### src/rtl/ofdm_cp_framer_pkg.sv
// Shared defaults, read-FSM state encoding and complex-sample type for the OFDM
// cyclic-prefix framer and its ping-pong buffer.
package ofdm_pkg;

  localparam int NFFT_DEF   = 64;
  localparam int CP_LEN_DEF = 16;
  localparam int DW_DEF     = 16;

  typedef enum logic [1:0] {
    ST_IDLE,
    ST_PREFIX,
    ST_BODY
  } framerState_t;

  // Packed {re, im} pair at the default width; the RTL carries it as a 2*DW vector.
  typedef struct packed {
    logic signed [DW_DEF-1:0] re;
    logic signed [DW_DEF-1:0] im;
  } cplx_t;

endpackage

### src/rtl/ofdm_cp_framer_if.sv
// Sample-in / framed-sample-out bundle of the OFDM cyclic-prefix framer.
// The master drives IFFT samples and out_ready; the slave is the framer.
interface ofdm_cp_framer_if
  import ofdm_pkg::*;
#(
  parameter int DW = DW_DEF
);

  logic                 in_en;
  logic signed [DW-1:0] in_re;
  logic signed [DW-1:0] in_im;
  logic                 out_valid;
  logic                 out_ready;
  logic signed [DW-1:0] out_re;
  logic signed [DW-1:0] out_im;
  logic                 out_sof;
  logic                 out_eof;
  logic                 overflow;

  modport master (
    output in_en, in_re, in_im, out_ready,
    input  out_valid, out_re, out_im, out_sof, out_eof, overflow
  );

  modport slave (
    input  in_en, in_re, in_im, out_ready,
    output out_valid, out_re, out_im, out_sof, out_eof, overflow
  );

endinterface

### src/rtl/ofdm_cp_framer_pingpong_buf.sv
// Two NFFT-deep sample banks with per-bank full flags, the write pointer and the
// whole-symbol drop rule that raises a sticky overflow.
module ofdm_pingpong_buf
  import ofdm_pkg::*;
#(
  parameter  int NFFT = NFFT_DEF,
  parameter  int DW   = DW_DEF,
  localparam int AW   = $clog2(NFFT)
) (
  input  logic            clk,
  input  logic            reset,
  input  logic            wrEn_i,
  input  logic [2*DW-1:0] wrData_i,
  input  logic            rdBank_i,
  input  logic [AW-1:0]   rdIdx_i,
  input  logic            free_i,
  output logic [2*DW-1:0] rdData_o,
  output logic [1:0]      full_o,
  output logic            overflow_o
);

  logic [2*DW-1:0] mem [2][NFFT];
  logic [1:0]      full_q, full_d;
  logic            wrBank_q, wrBank_d;
  logic [AW-1:0]   wrIdx_q, wrIdx_d;
  logic            dropping_q, dropping_d;
  logic            overflow_q, overflow_d;
  logic            freedHere;
  logic            dropSym;
  logic            symEnd;

  // The drop decision is taken on the first strobe of a symbol and held for the rest;
  // a bank released by the reader on that same edge already counts as empty.
  always_comb begin
    freedHere  = free_i && (rdBank_i == wrBank_q);
    dropSym    = (wrIdx_q == '0) ? (full_q[wrBank_q] && !freedHere) : dropping_q;
    symEnd     = (wrIdx_q == AW'(NFFT - 1));
    full_d     = full_q;
    wrBank_d   = wrBank_q;
    wrIdx_d    = wrIdx_q;
    dropping_d = dropping_q;
    overflow_d = overflow_q;
    if (free_i) begin
      full_d[rdBank_i] = 1'b0;
    end
    if (wrEn_i) begin
      wrIdx_d    = wrIdx_q + 1'b1;
      dropping_d = dropSym;
      if (dropSym) begin
        overflow_d = 1'b1;
      end
      if (symEnd && !dropSym) begin
        full_d[wrBank_q] = 1'b1;
        wrBank_d         = ~wrBank_q;
      end
    end
  end

  always_ff @(posedge clk) begin
    if (reset) begin
      full_q     <= '0;
      wrBank_q   <= 1'b0;
      wrIdx_q    <= '0;
      dropping_q <= 1'b0;
      overflow_q <= 1'b0;
    end else begin
      full_q     <= full_d;
      wrBank_q   <= wrBank_d;
      wrIdx_q    <= wrIdx_d;
      dropping_q <= dropping_d;
      overflow_q <= overflow_d;
    end
  end

  always_ff @(posedge clk) begin
    if (wrEn_i && !dropSym) begin
      mem[wrBank_q][wrIdx_q] <= wrData_i;
    end
  end

  assign rdData_o   = mem[rdBank_i][rdIdx_i];
  assign full_o     = full_q;
  assign overflow_o = overflow_q;

endmodule

### src/rtl/ofdm_cp_framer.sv
// OFDM guard-interval framer: buffers IFFT symbols and emits CP_LEN prefix + NFFT body
// samples on a valid/ready stream. Define OFDM_ZERO_GUARD_EN for a zero-padded guard.
module ofdm_cp_framer
  import ofdm_pkg::*;
#(
  parameter int NFFT   = NFFT_DEF,
  parameter int CP_LEN = CP_LEN_DEF,
  parameter int DW     = DW_DEF
) (
  input logic             clk,
  input logic             reset,
  ofdm_cp_framer_if.slave bus
);

  localparam int             AW          = $clog2(NFFT);
  localparam logic [AW-1:0]  LAST_IDX    = AW'(NFFT - 1);
  localparam logic [AW-1:0]  CP_START    = AW'(NFFT - CP_LEN);
  localparam framerState_t   FIRST_STATE = (CP_LEN == 0) ? ST_BODY : ST_PREFIX;
  localparam logic [AW-1:0]  FIRST_IDX   = (CP_LEN == 0) ? '0 : CP_START;

  framerState_t    state_q;
  logic            rdBank_q;
  logic [AW-1:0]   rdIdx_q;
  logic            outValid_q, outSof_q, outEof_q;
  logic [DW-1:0]   outRe_q, outIm_q;
  logic [1:0]      full;
  logic [2*DW-1:0] rdData, fetchData;
  logic            overflow;
  logic            load, fetch, freeBank, otherFull, fetchSof;

  ofdm_pingpong_buf #(.NFFT(NFFT), .DW(DW)) uBuf (
    .clk       (clk),
    .reset     (reset),
    .wrEn_i    (bus.in_en),
    .wrData_i  ({bus.in_re, bus.in_im}),
    .rdBank_i  (rdBank_q),
    .rdIdx_i   (rdIdx_q),
    .free_i    (freeBank),
    .rdData_o  (rdData),
    .full_o    (full),
    .overflow_o(overflow)
  );

  // The FSM points at the next sample to fetch; the output register takes it whenever
  // it is empty or being accepted, so the bank is released as its last sample is fetched.
  assign load      = !outValid_q || bus.out_ready;
  assign fetch     = load && (state_q != ST_IDLE);
  assign freeBank  = fetch && (state_q == ST_BODY) && (rdIdx_q == LAST_IDX);
  assign otherFull = full[~rdBank_q];
  assign fetchSof  = ((state_q == ST_PREFIX) && (rdIdx_q == CP_START)) ||
                     ((CP_LEN == 0) && (state_q == ST_BODY) && (rdIdx_q == '0));

  always_comb begin
    fetchData = rdData;
`ifdef OFDM_ZERO_GUARD_EN
    if (state_q == ST_PREFIX) begin
      fetchData = '0;
    end
`endif
  end

  always_ff @(posedge clk) begin
    if (reset) begin
      state_q    <= ST_IDLE;
      rdBank_q   <= 1'b0;
      rdIdx_q    <= '0;
      outValid_q <= 1'b0;
      outSof_q   <= 1'b0;
      outEof_q   <= 1'b0;
      outRe_q    <= '0;
      outIm_q    <= '0;
    end else begin
      if (load) begin
        outValid_q <= fetch;
        outSof_q   <= fetch && fetchSof;
        outEof_q   <= freeBank;
        if (fetch) begin
          outRe_q <= fetchData[2*DW-1:DW];
          outIm_q <= fetchData[DW-1:0];
        end
      end
      case (state_q)
        ST_IDLE: begin
          if (full[rdBank_q]) begin
            state_q <= FIRST_STATE;
            rdIdx_q <= FIRST_IDX;
          end
        end
        ST_PREFIX: begin
          if (fetch) begin
            rdIdx_q <= rdIdx_q + 1'b1;
            if (rdIdx_q == LAST_IDX) begin
              state_q <= ST_BODY;
            end
          end
        end
        ST_BODY: begin
          if (fetch) begin
            if (rdIdx_q == LAST_IDX) begin
              rdBank_q <= ~rdBank_q;
              if (otherFull) begin
                state_q <= FIRST_STATE;
                rdIdx_q <= FIRST_IDX;
              end else begin
                state_q <= ST_IDLE;
                rdIdx_q <= '0;
              end
            end else begin
              rdIdx_q <= rdIdx_q + 1'b1;
            end
          end
        end
        default: state_q <= ST_IDLE;
      endcase
    end
  end

  assign bus.out_valid = outValid_q;
  assign bus.out_re    = outRe_q;
  assign bus.out_im    = outIm_q;
  assign bus.out_sof   = outSof_q;
  assign bus.out_eof   = outEof_q;
  assign bus.overflow  = overflow;

endmodule

### src/flat_wrapper.sv
// flat-port wrapper written by rule: the top's interface ports become plain ports
module ofdm_cp_framer_flat import ofdm_pkg::*;
#(
  parameter int NFFT   = NFFT_DEF,
  parameter int CP_LEN = CP_LEN_DEF,
  parameter int DW     = DW_DEF
)
  (clk, reset, bus_in_en, bus_in_re, bus_in_im, bus_out_ready, bus_out_valid, bus_out_re, bus_out_im, bus_out_sof, bus_out_eof, bus_overflow);
  ofdm_cp_framer_if #(.DW(DW)) bus_i ();
  input logic clk;
  input logic reset;
  input wire logic [$bits(bus_i.in_en)-1:0] bus_in_en;
  input wire logic [$bits(bus_i.in_re)-1:0] bus_in_re;
  input wire logic [$bits(bus_i.in_im)-1:0] bus_in_im;
  input wire logic [$bits(bus_i.out_ready)-1:0] bus_out_ready;
  output wire logic [$bits(bus_i.out_valid)-1:0] bus_out_valid;
  output wire logic [$bits(bus_i.out_re)-1:0] bus_out_re;
  output wire logic [$bits(bus_i.out_im)-1:0] bus_out_im;
  output wire logic [$bits(bus_i.out_sof)-1:0] bus_out_sof;
  output wire logic [$bits(bus_i.out_eof)-1:0] bus_out_eof;
  output wire logic [$bits(bus_i.overflow)-1:0] bus_overflow;
  assign bus_i.in_en = bus_in_en;
  assign bus_i.in_re = bus_in_re;
  assign bus_i.in_im = bus_in_im;
  assign bus_i.out_ready = bus_out_ready;
  assign bus_out_valid = bus_i.out_valid;
  assign bus_out_re = bus_i.out_re;
  assign bus_out_im = bus_i.out_im;
  assign bus_out_sof = bus_i.out_sof;
  assign bus_out_eof = bus_i.out_eof;
  assign bus_overflow = bus_i.overflow;
  ofdm_cp_framer #(.NFFT(NFFT), .CP_LEN(CP_LEN), .DW(DW)) u_core (.clk(clk), .reset(reset), .bus(bus_i));
endmodule
### config.mk
export PLATFORM = sky130hd
export DESIGN_NAME = ofdm_cp_framer_flat
export DESIGN_NICKNAME = d
export VERILOG_FILES = /design/src/rtl/ofdm_cp_framer_pkg.sv /design/src/rtl/ofdm_cp_framer_if.sv /design/src/rtl/ofdm_cp_framer_pingpong_buf.sv /design/src/rtl/ofdm_cp_framer.sv /design/src/flat_wrapper.sv
export SDC_FILE = /design/constraint.sdc
export NUM_CORES = 2
export LEC_CHECK = 0
export BUFFER_PORTS_ARGS = -buffer_cell sky130_fd_sc_hd__buf_2
export CORE_ASPECT_RATIO = 1.4
export CORE_UTILIZATION = 45
export DETAILED_ROUTE_END_ITERATION = 12
export GPL_ROUTABILITY_DRIVEN = 1
export GPL_TIMING_DRIVEN = 0
export PLACE_DENSITY_LB_ADDON = 0.25
export SETUP_SLACK_MARGIN = 0.5
export SYNTH_ARGS = -nofsm -noshare
export SYNTH_HDL_FRONTEND = slang
export SYNTH_HIERARCHICAL = 1
export SYNTH_SLANG_ARGS = --single-unit
### constraint.sdc
create_clock -name clk -period 16.4 [get_ports clk]
set_input_delay 3.28 -clock clk [delete_from_list [all_inputs] [get_ports clk]]
set_output_delay 3.28 -clock clk [all_outputs]
set_load 0.02 [all_outputs]
-- Word level (Yosys, flattened, before mapping)
Memory sizes are Yosys's and may differ from the RTL's. A register that Yosys moved wholly into a read port is not among the register bits.
Index checks and enable logic that the tools add are counted.
- RAM bits: 4096
- memories kept: 1
- output and inout port bits: 36
- input port bits: 36
- flip-flop bits (word level): 55
- memories (memory ; words ; bits a word ; read ports ; clocked after Yosys merged registers in ; write ports ; line ; RTL):
    u_core.uBuf.mem ; 2 ; 2048 ; 1 ; 1 ; 1 ; ofdm_cp_framer_pingpong_buf.sv:22 ; logic [2*DW-1:0] mem [2][NFFT];
- equality and inequality tests: 11
- bitwise operators: 7
- add/sub/neg operators: 2
- magnitude comparators: 8
- reduce and logical (&&, ||, !) cells: 26
- muxes and demuxes: 36
- operators with widths (operator ; number):
    $mux 2048 ; 1
    $bmux 32 s6 ; 1
    $demux 32 s6 ; 1
    $mux 32 ; 3
    $mux 6 ; 5
    $eq 6x6->1 const B ; 3
    $pmux 6 s3 ; 1
    $mux 2 ; 8
    $ge 7x7->1 const B ; 2
    $not 6->7 ; 2
    $mux 1 ; 13
    $add 6x1->6 const B ; 2
    $logic_and 1x1->1 ; 12
    $lt 7x1->1 const B ; 1
    $logic_not 6->1 ; 1
    $lt 1x2->1 const B ; 3
    $ne 2x1->1 const B ; 3
    $pmux 2 s3 ; 1
    $reduce_and 2->1 ; 3
    $reduce_and 5->1 ; 1
    $ne 2x2->1 const B ; 2
    $reduce_and 4->1 ; 1
    $logic_not 1->1 ; 3
    $reduce_and 3->1 ; 1
    13 further kinds ; 16

-- Logic depth before layout (Yosys ltp)
- word-level depth: 13
- gate-level depth with buffers: 10
- mapped depth without buffers: 9

-- Modules after synthesis
The synthesis kept the hierarchy.
- by module, submodules not included (module ; cells an instance ; times used ; seq. area each (um^2) ; area an instance (um^2)):
    ofdm_pingpong_buf ; 6023 ; 1 ; 123218.2 ; 156319.9
    ofdm_cp_framer ; 234 ; 1 ; 880.8 ; 1845.5

-- Worst setup path before layout
Ideal clock, no wire load.
- path kind: in2reg
- from: input port bus_out_ready
- to: memory u_core/uBuf/mem[1][1216] (netlist bit) (enable)
- cell stages on the path: 9
- data required time: 15898 ps
- arrival: 7979 ps
- path slack: 7919 ps
- path buffers: 1
- cell sequence: and2b_1 nor2_1 nand3_1 inv_1 inv_1 o211ai_1 a41oi_1 clkbuf_1 nor4_1
- word-level cells in the longest chain between the ends: 12
- RTL lines (item ; line ; RTL):
    start, declared ; flat_wrapper.sv:15 ; input wire logic [$bits(bus_i.out_ready)-1:0] bus_out_ready;
    $logic_or 1x1->1 ; ofdm_cp_framer.sv:46 ; assign load = !outValid_q || bus.out_ready;
    $logic_and 1x1->1 ; ofdm_cp_framer.sv:47 ; assign fetch = load && (state_q != ST_IDLE);
    $logic_and 1x1->1 (2 in series) ; ofdm_cp_framer.sv:48 ; assign freeBank = fetch && (state_q == ST_BODY) && (rdIdx_q == LAST_IDX);
    named net u_core.freeBank ; ofdm_cp_framer.sv:29 ; logic load, fetch, freeBank, otherFull, fetchSof;
    $logic_and 1x1->1 ; ofdm_cp_framer_pingpong_buf.sv:35 ; freedHere = free_i && (rdBank_i == wrBank_q);
    $logic_not 1->1 ; ofdm_cp_framer_pingpong_buf.sv:36 ; dropSym = (wrIdx_q == '0) ? (full_q[wrBank_q] && !freedHere) : dropping_q;
    $logic_and 1x1->1 ; ofdm_cp_framer_pingpong_buf.sv:36 ;
    $mux 1 ; ofdm_cp_framer_pingpong_buf.sv:36 ;
    $logic_not 1->1 ; ofdm_cp_framer_pingpong_buf.sv:76 ; if (wrEn_i && !dropSym) begin
    $logic_and 1x1->1 ; ofdm_cp_framer_pingpong_buf.sv:76 ;
    $mux 1 ; ofdm_cp_framer_pingpong_buf.sv:76 ;
    $mux 2048 (implied by the code) ; ofdm_cp_framer_pingpong_buf.sv:77 ; mem[wrBank_q][wrIdx_q] <= wrData_i;
    end, declared ; ofdm_cp_framer_pingpong_buf.sv:22 ;
The timed path passes the listed nets, and every way through them passes these cells.

-- Worst setup path after layout
- from: input port bus_out_ready
- to: memory u_core/uBuf/mem[1][390] (netlist bit) (enable)
The elaborated chain is that of the path after synthesis.

==> flow_metrics.env <==
export IMPL_finalCritPeriodShare_pct=49.0
export IMPL_cp_data_required_time_ns=17.01
export IMPL_synth_xor_area_share_pct=0.0277
export IMPL_cts_max_level=5
export IMPL_die_width_um=503
export IMPL_placedInstanceArea_mm2=0.171
export IMPL_cap_violations=1
export IMPL_rows=257
export IMPL_worst_r2r_endpoint="u_core/uBuf/mem[1][390]$_DFFE_PP_"
export IMPL_rsz0062_at_grt="false"
export IMPL_yosysSeqAreaShare_pct=78.5
export IMPL_postSynthCellCount=6257
export IMPL_pwr_share_comb_pct=1.8
export IMPL_crit_path_end_kind="flip-flop"
export IMPL_clk_latency_ns=0.94
export IMPL_crit_path_start="bus_out_ready"
export IMPL_syn_nets=6301
export IMPL_fin_skew_ns=0.0480
export IMPL_final_fill_count=26700
export IMPL_clock_sinks=4151
export IMPL_rr_worst_depth=15
export IMPL_pin_count=72
export IMPL_power_leakage_nw=54.7
export IMPL_tns_ns=0
export IMPL_pre_cts_ws_ns=7.69
export IMPL_synth_top_family_by_area="multiplexers"
export IMPL_drt_vias_per_instance=6.01
export IMPL_ys_warn_count=6
export IMPL_cts_hold_buf=0
export IMPL_grt_overflow_total=0
export IMPL_gp_congestion=0.961
export IMPL_syn2layout_area_growth_pct=15.6
export IMPL_setup_viol=0
export IMPL_dr_pass1_iters=6
export IMPL_slew_headroom_pct=-3.70
export IMPL_synth_distinct_cells=44
export IMPL_initial_utilization_pct=45.2
export IMPL_vias=73200
export IMPL_drv_slew=11
export IMPL_regToRegStartpoint="u_core/state_q[1]$_SDFFE_PP0P_"
export IMPL_final_nets=7213
export IMPL_wl_per_cell_um=34.9
export IMPL_hold_violations=0
export IMPL_port_buffers=70
export IMPL_synth_area_mm2=0.158
export IMPL_numCtsBuffers=376
export IMPL_muxShareOfSynthArea_pct=19.4
export IMPL_first_iter_violations=9327
export IMPL_power_switching_mw=4.15
export IMPL_critPathLaunchType="input pin"
export IMPL_fin_ws_ns=8.36
export IMPL_power_mw=20.8
export IMPL_antenna_found_initial=40
export IMPL_wl_um=425000
export IMPL_yosys_area_share_adder_pct=0.0633
export IMPL_regToRegSetupSlack_ns=10.30
export IMPL_drive_gt1_share_pct=36.2
export IMPL_crit_type="input pin to flip-flop"
export IMPL_outcome="finished with violations"
export IMPL_synth_simple_area_share_pct=0.831
export IMPL_core_mm2=0.350
export IMPL_holdPathEnd="u_core/bus.out_eof$_SDFFE_PP0N_"
export IMPL_violations="max-capacitance violations, max-slew violations"
export IMPL_switching_share_pct=20.0
export IMPL_cts_tree="yes"
export IMPL_hp_start="u_core/bus.out_eof$_SDFFE_PP0N_"
export IMPL_synth_area_per_cell_um2=25.3
export IMPL_track_usage_pct=24.1
export IMPL_p_int_mw=16.6
export IMPL_synth_seq_cells=4151
export IMPL_pwr_share_seq_pct=56.1
export IMPL_p_per_area_mw_per_mm2=114
export IMPL_die_area_mm2=0.354
export IMPL_cp_arrival_ns=8.65
export IMPL_pwr_share_clk_pct=42.1
export IMPL_clk_path_buf_depth=4
export IMPL_fmax_ghz=0.124
export IMPL_fin_crit_ns=8.04
export IMPL_cts_clk_slew_worst_paths_ns=0.06
export IMPL_final_area_mm2=0.183
export IMPL_hold_path_class="flip-flop to flip-flop"
export IMPL_whs_path_depth=2
export IMPL_grt_pass1_vias=75800
export IMPL_drc_errors=0
export IMPL_cp_max_fo=10
export IMPL_grt_max_degree=102
export IMPL_grt_pass1_wl_um=587000
export IMPL_cts_root_buf="clkbuf_16"
export IMPL_detail_route_antenna_nets=0
export IMPL_cts_setup_buffers=0
export IMPL_synth_compound_area_share_pct=0.258
export IMPL_cts_resized=0
export IMPL_die_height_um=703
export IMPL_ir_drop_mv=0.0892
export IMPL_dp_hpwl_um=311000
export IMPL_worst_slew_pin_transition_ns=1.56
==> registers in the layout (all words and copies together) (netlist names) <==
signal,count
u_core/uBuf/overflow_o,1
u_core/state_q,2
u_core/uBuf/wrBank_q,1
u_core/uBuf/full_o,2
u_core/bus.out_im,16
u_core/bus.out_re,16
u_core/bus.out_sof,1
u_core/rdIdx_q,6
u_core/uBuf/dropping_q,1
u_core/uBuf/wrIdx_q,6
u_core/bus.out_eof,1
u_core/rdBank_q,1
u_core/uBuf/mem,4096
u_core/bus.out_valid,1
==> power groups by stage <==
stage	logic [mW]	clock network, mW	registers [mW]
2_1_floorplan	0.0581	0	11.9
6_report	0.369	8.75	11.7
3_5_place_dp	0.357	0	11.9
5_1_grt	0.378	9.24	11.7
3_3_place_gp	0.288	0	11.9
4_1_cts	0.357	8.88	11.7
==> metrics by stage <==
step                utilization [%]  cells  hold slack [ns]
CTS                            52.2  12100            0.457
floorplan                         -   6257            0.472
detailed placement             48.8  11500            0.449
global route                   52.2  12200            0.482
global placement               47.0  11000            0.456
finish                         52.3  12200            0.455
==> metal layers <==
layer / vias to the layer above / global-route usage [%] / routed length (um)
met2: 3046 / 42.3 / 224000
met1: 40300 / 29.3 / 152000
met3: 621 / 5.19 / 32600
met4: 2 / 9.06 / 16600
li1: 29300 / - / -
met5: - / 0 / 15
==> placed cells by master (no fill, tap or decap), types with 5 or more instances in the layout <==
| cell type | n |
|---|---|
| edfxtp_1 | 4096 |
| mux4_2 | 1344 |
| clkbuf_16 | 389 |
| buf_4 | 371 |
| clkbuf_1 | 251 |
| buf_2 | 146 |
| nand2_1 | 92 |
| clkinv_1 | 83 |
| nor2_4 | 64 |
| nor4_2 | 64 |
| clkinv_2 | 58 |
| diode_2 | 56 |
| dfxtp_1 | 55 |
| buf_12 | 54 |
| buf_16 | 52 |
| a21oi_1 | 47 |
| buf_1 | 34 |
| bufinv_16 | 33 |
| mux2_2 | 33 |
| clkbuf_2 | 29 |
| buf_6 | 24 |
| clkinvlp_4 | 19 |
| nor2_1 | 19 |
| inv_1 | 16 |
| nand3_1 | 12 |
| clkbuf_8 | 8 |
| ha_1 | 8 |
| inv_6 | 7 |
| or3_1 | 7 |
| o21ai_0 | 6 |
| nor2b_1 | 5 |
==> cell families after synthesis <==
kind of cell | count (synthesis)
DFF | 4151
xor gates and xnor gates | 5
adders and majority gates | 8
buffers and inverters | 362
and+or+nand+nor | 281
AOI/OAI and AO/OA | 70
muxes | 1380
==> cell usage after synthesis, drive strengths merged <==
master | count | share of area [%]
edfxtp | 4096 | 78
mux4 | 1344 | 19
clkbuf | 199 | 0.47
buf | 147 | 0.46
nand2 | 92 | 0.22
nor2 | 84 | 0.20
nor4 | 65 | 0.26
dfxtp | 55 | 0.70
a21oi | 47 | 0.15
mux2 | 33 | 0.23
inv | 16 | 0.038
nand3 | 12 | 0.038
ha | 8 | 0.063
o21ai | 7 | 0.029
or3 | 7 | 0.028
nor2b | 5 | 0.020
mux2i | 3 | 0.019
nand4 | 3 | 0.012
nor3 | 3 | 0.0095
or2 | 3 | 0.013
xor2 | 3 | 0.017
a31oi | 2 | 0.0079
o211ai | 2 | 0.0095
o21a | 2 | 0.0095
o311ai | 2 | 0.011
or4 | 2 | 0.0095
xnor2 | 2 | 0.011
a211oi | 1 | 0.0047
a21boi | 1 | 0.0047
a22oi | 1 | 0.0047
a311o | 1 | 0.0063
a311oi | 1 | 0.0055
a31o | 1 | 0.0055
a41oi | 1 | 0.0055
and2b | 1 | 0.0047
and3 | 1 | 0.0040
nand2b | 1 | 0.0040
nand3b | 1 | 0.0071
o31ai | 1 | 0.0047
or4bb | 1 | 0.0071
==> worst max-delay path by stage <==
stage / cells after the start / to / slack, ns
6_report: 15 / u_core/uBuf/mem[1][390]$_DFFE_PP_ / 8.36
5_1_grt: 14 / u_core/uBuf/mem[1][916]$_DFFE_PP_ / 8.26
4_1_cts: 14 / u_core/uBuf/mem[1][916]$_DFFE_PP_ / 8.65
3_5_place_dp: 14 / u_core/uBuf/mem[1][923]$_DFFE_PP_ / 7.69
3_3_place_gp: 9 / u_core/uBuf/mem[0][987]$_DFFE_PP_ / 1.46
2_1_floorplan: 9 / u_core/uBuf/mem[1][1216]$_DFFE_PP_ / 7.92
==> critical path: stages <==
cell      delay (ns)
buf_2           0.08
and2b_1         0.28
nor2_2          0.86
nand3_1         0.35
inv_1           0.22
inv_1           0.08
o211ai_1        0.26
a41oi_1         0.50
clkbuf_1        0.68
nor4_2          1.01
buf_4           0.31
buf_6           0.15
buf_4           0.17
buf_4           0.20
buf_4           0.19
==> layout make-up <==
type,instances,area [um^2],share of cell area [%]
multi-input cells,1744,33400,18.3
repair buffers,534,5700,3.12
plain buffers,346,1500,0.823
flip-flops and latches,4151,124000,67.9
diodes,56,140,0.0767
inverters,16,60.1,0.0329
clock buffers,478,10200,5.55
well taps,4662,5830,3.19
clock inverters,207,1900,1.04
Note: power is estimated with default switching activity, not from simulation.
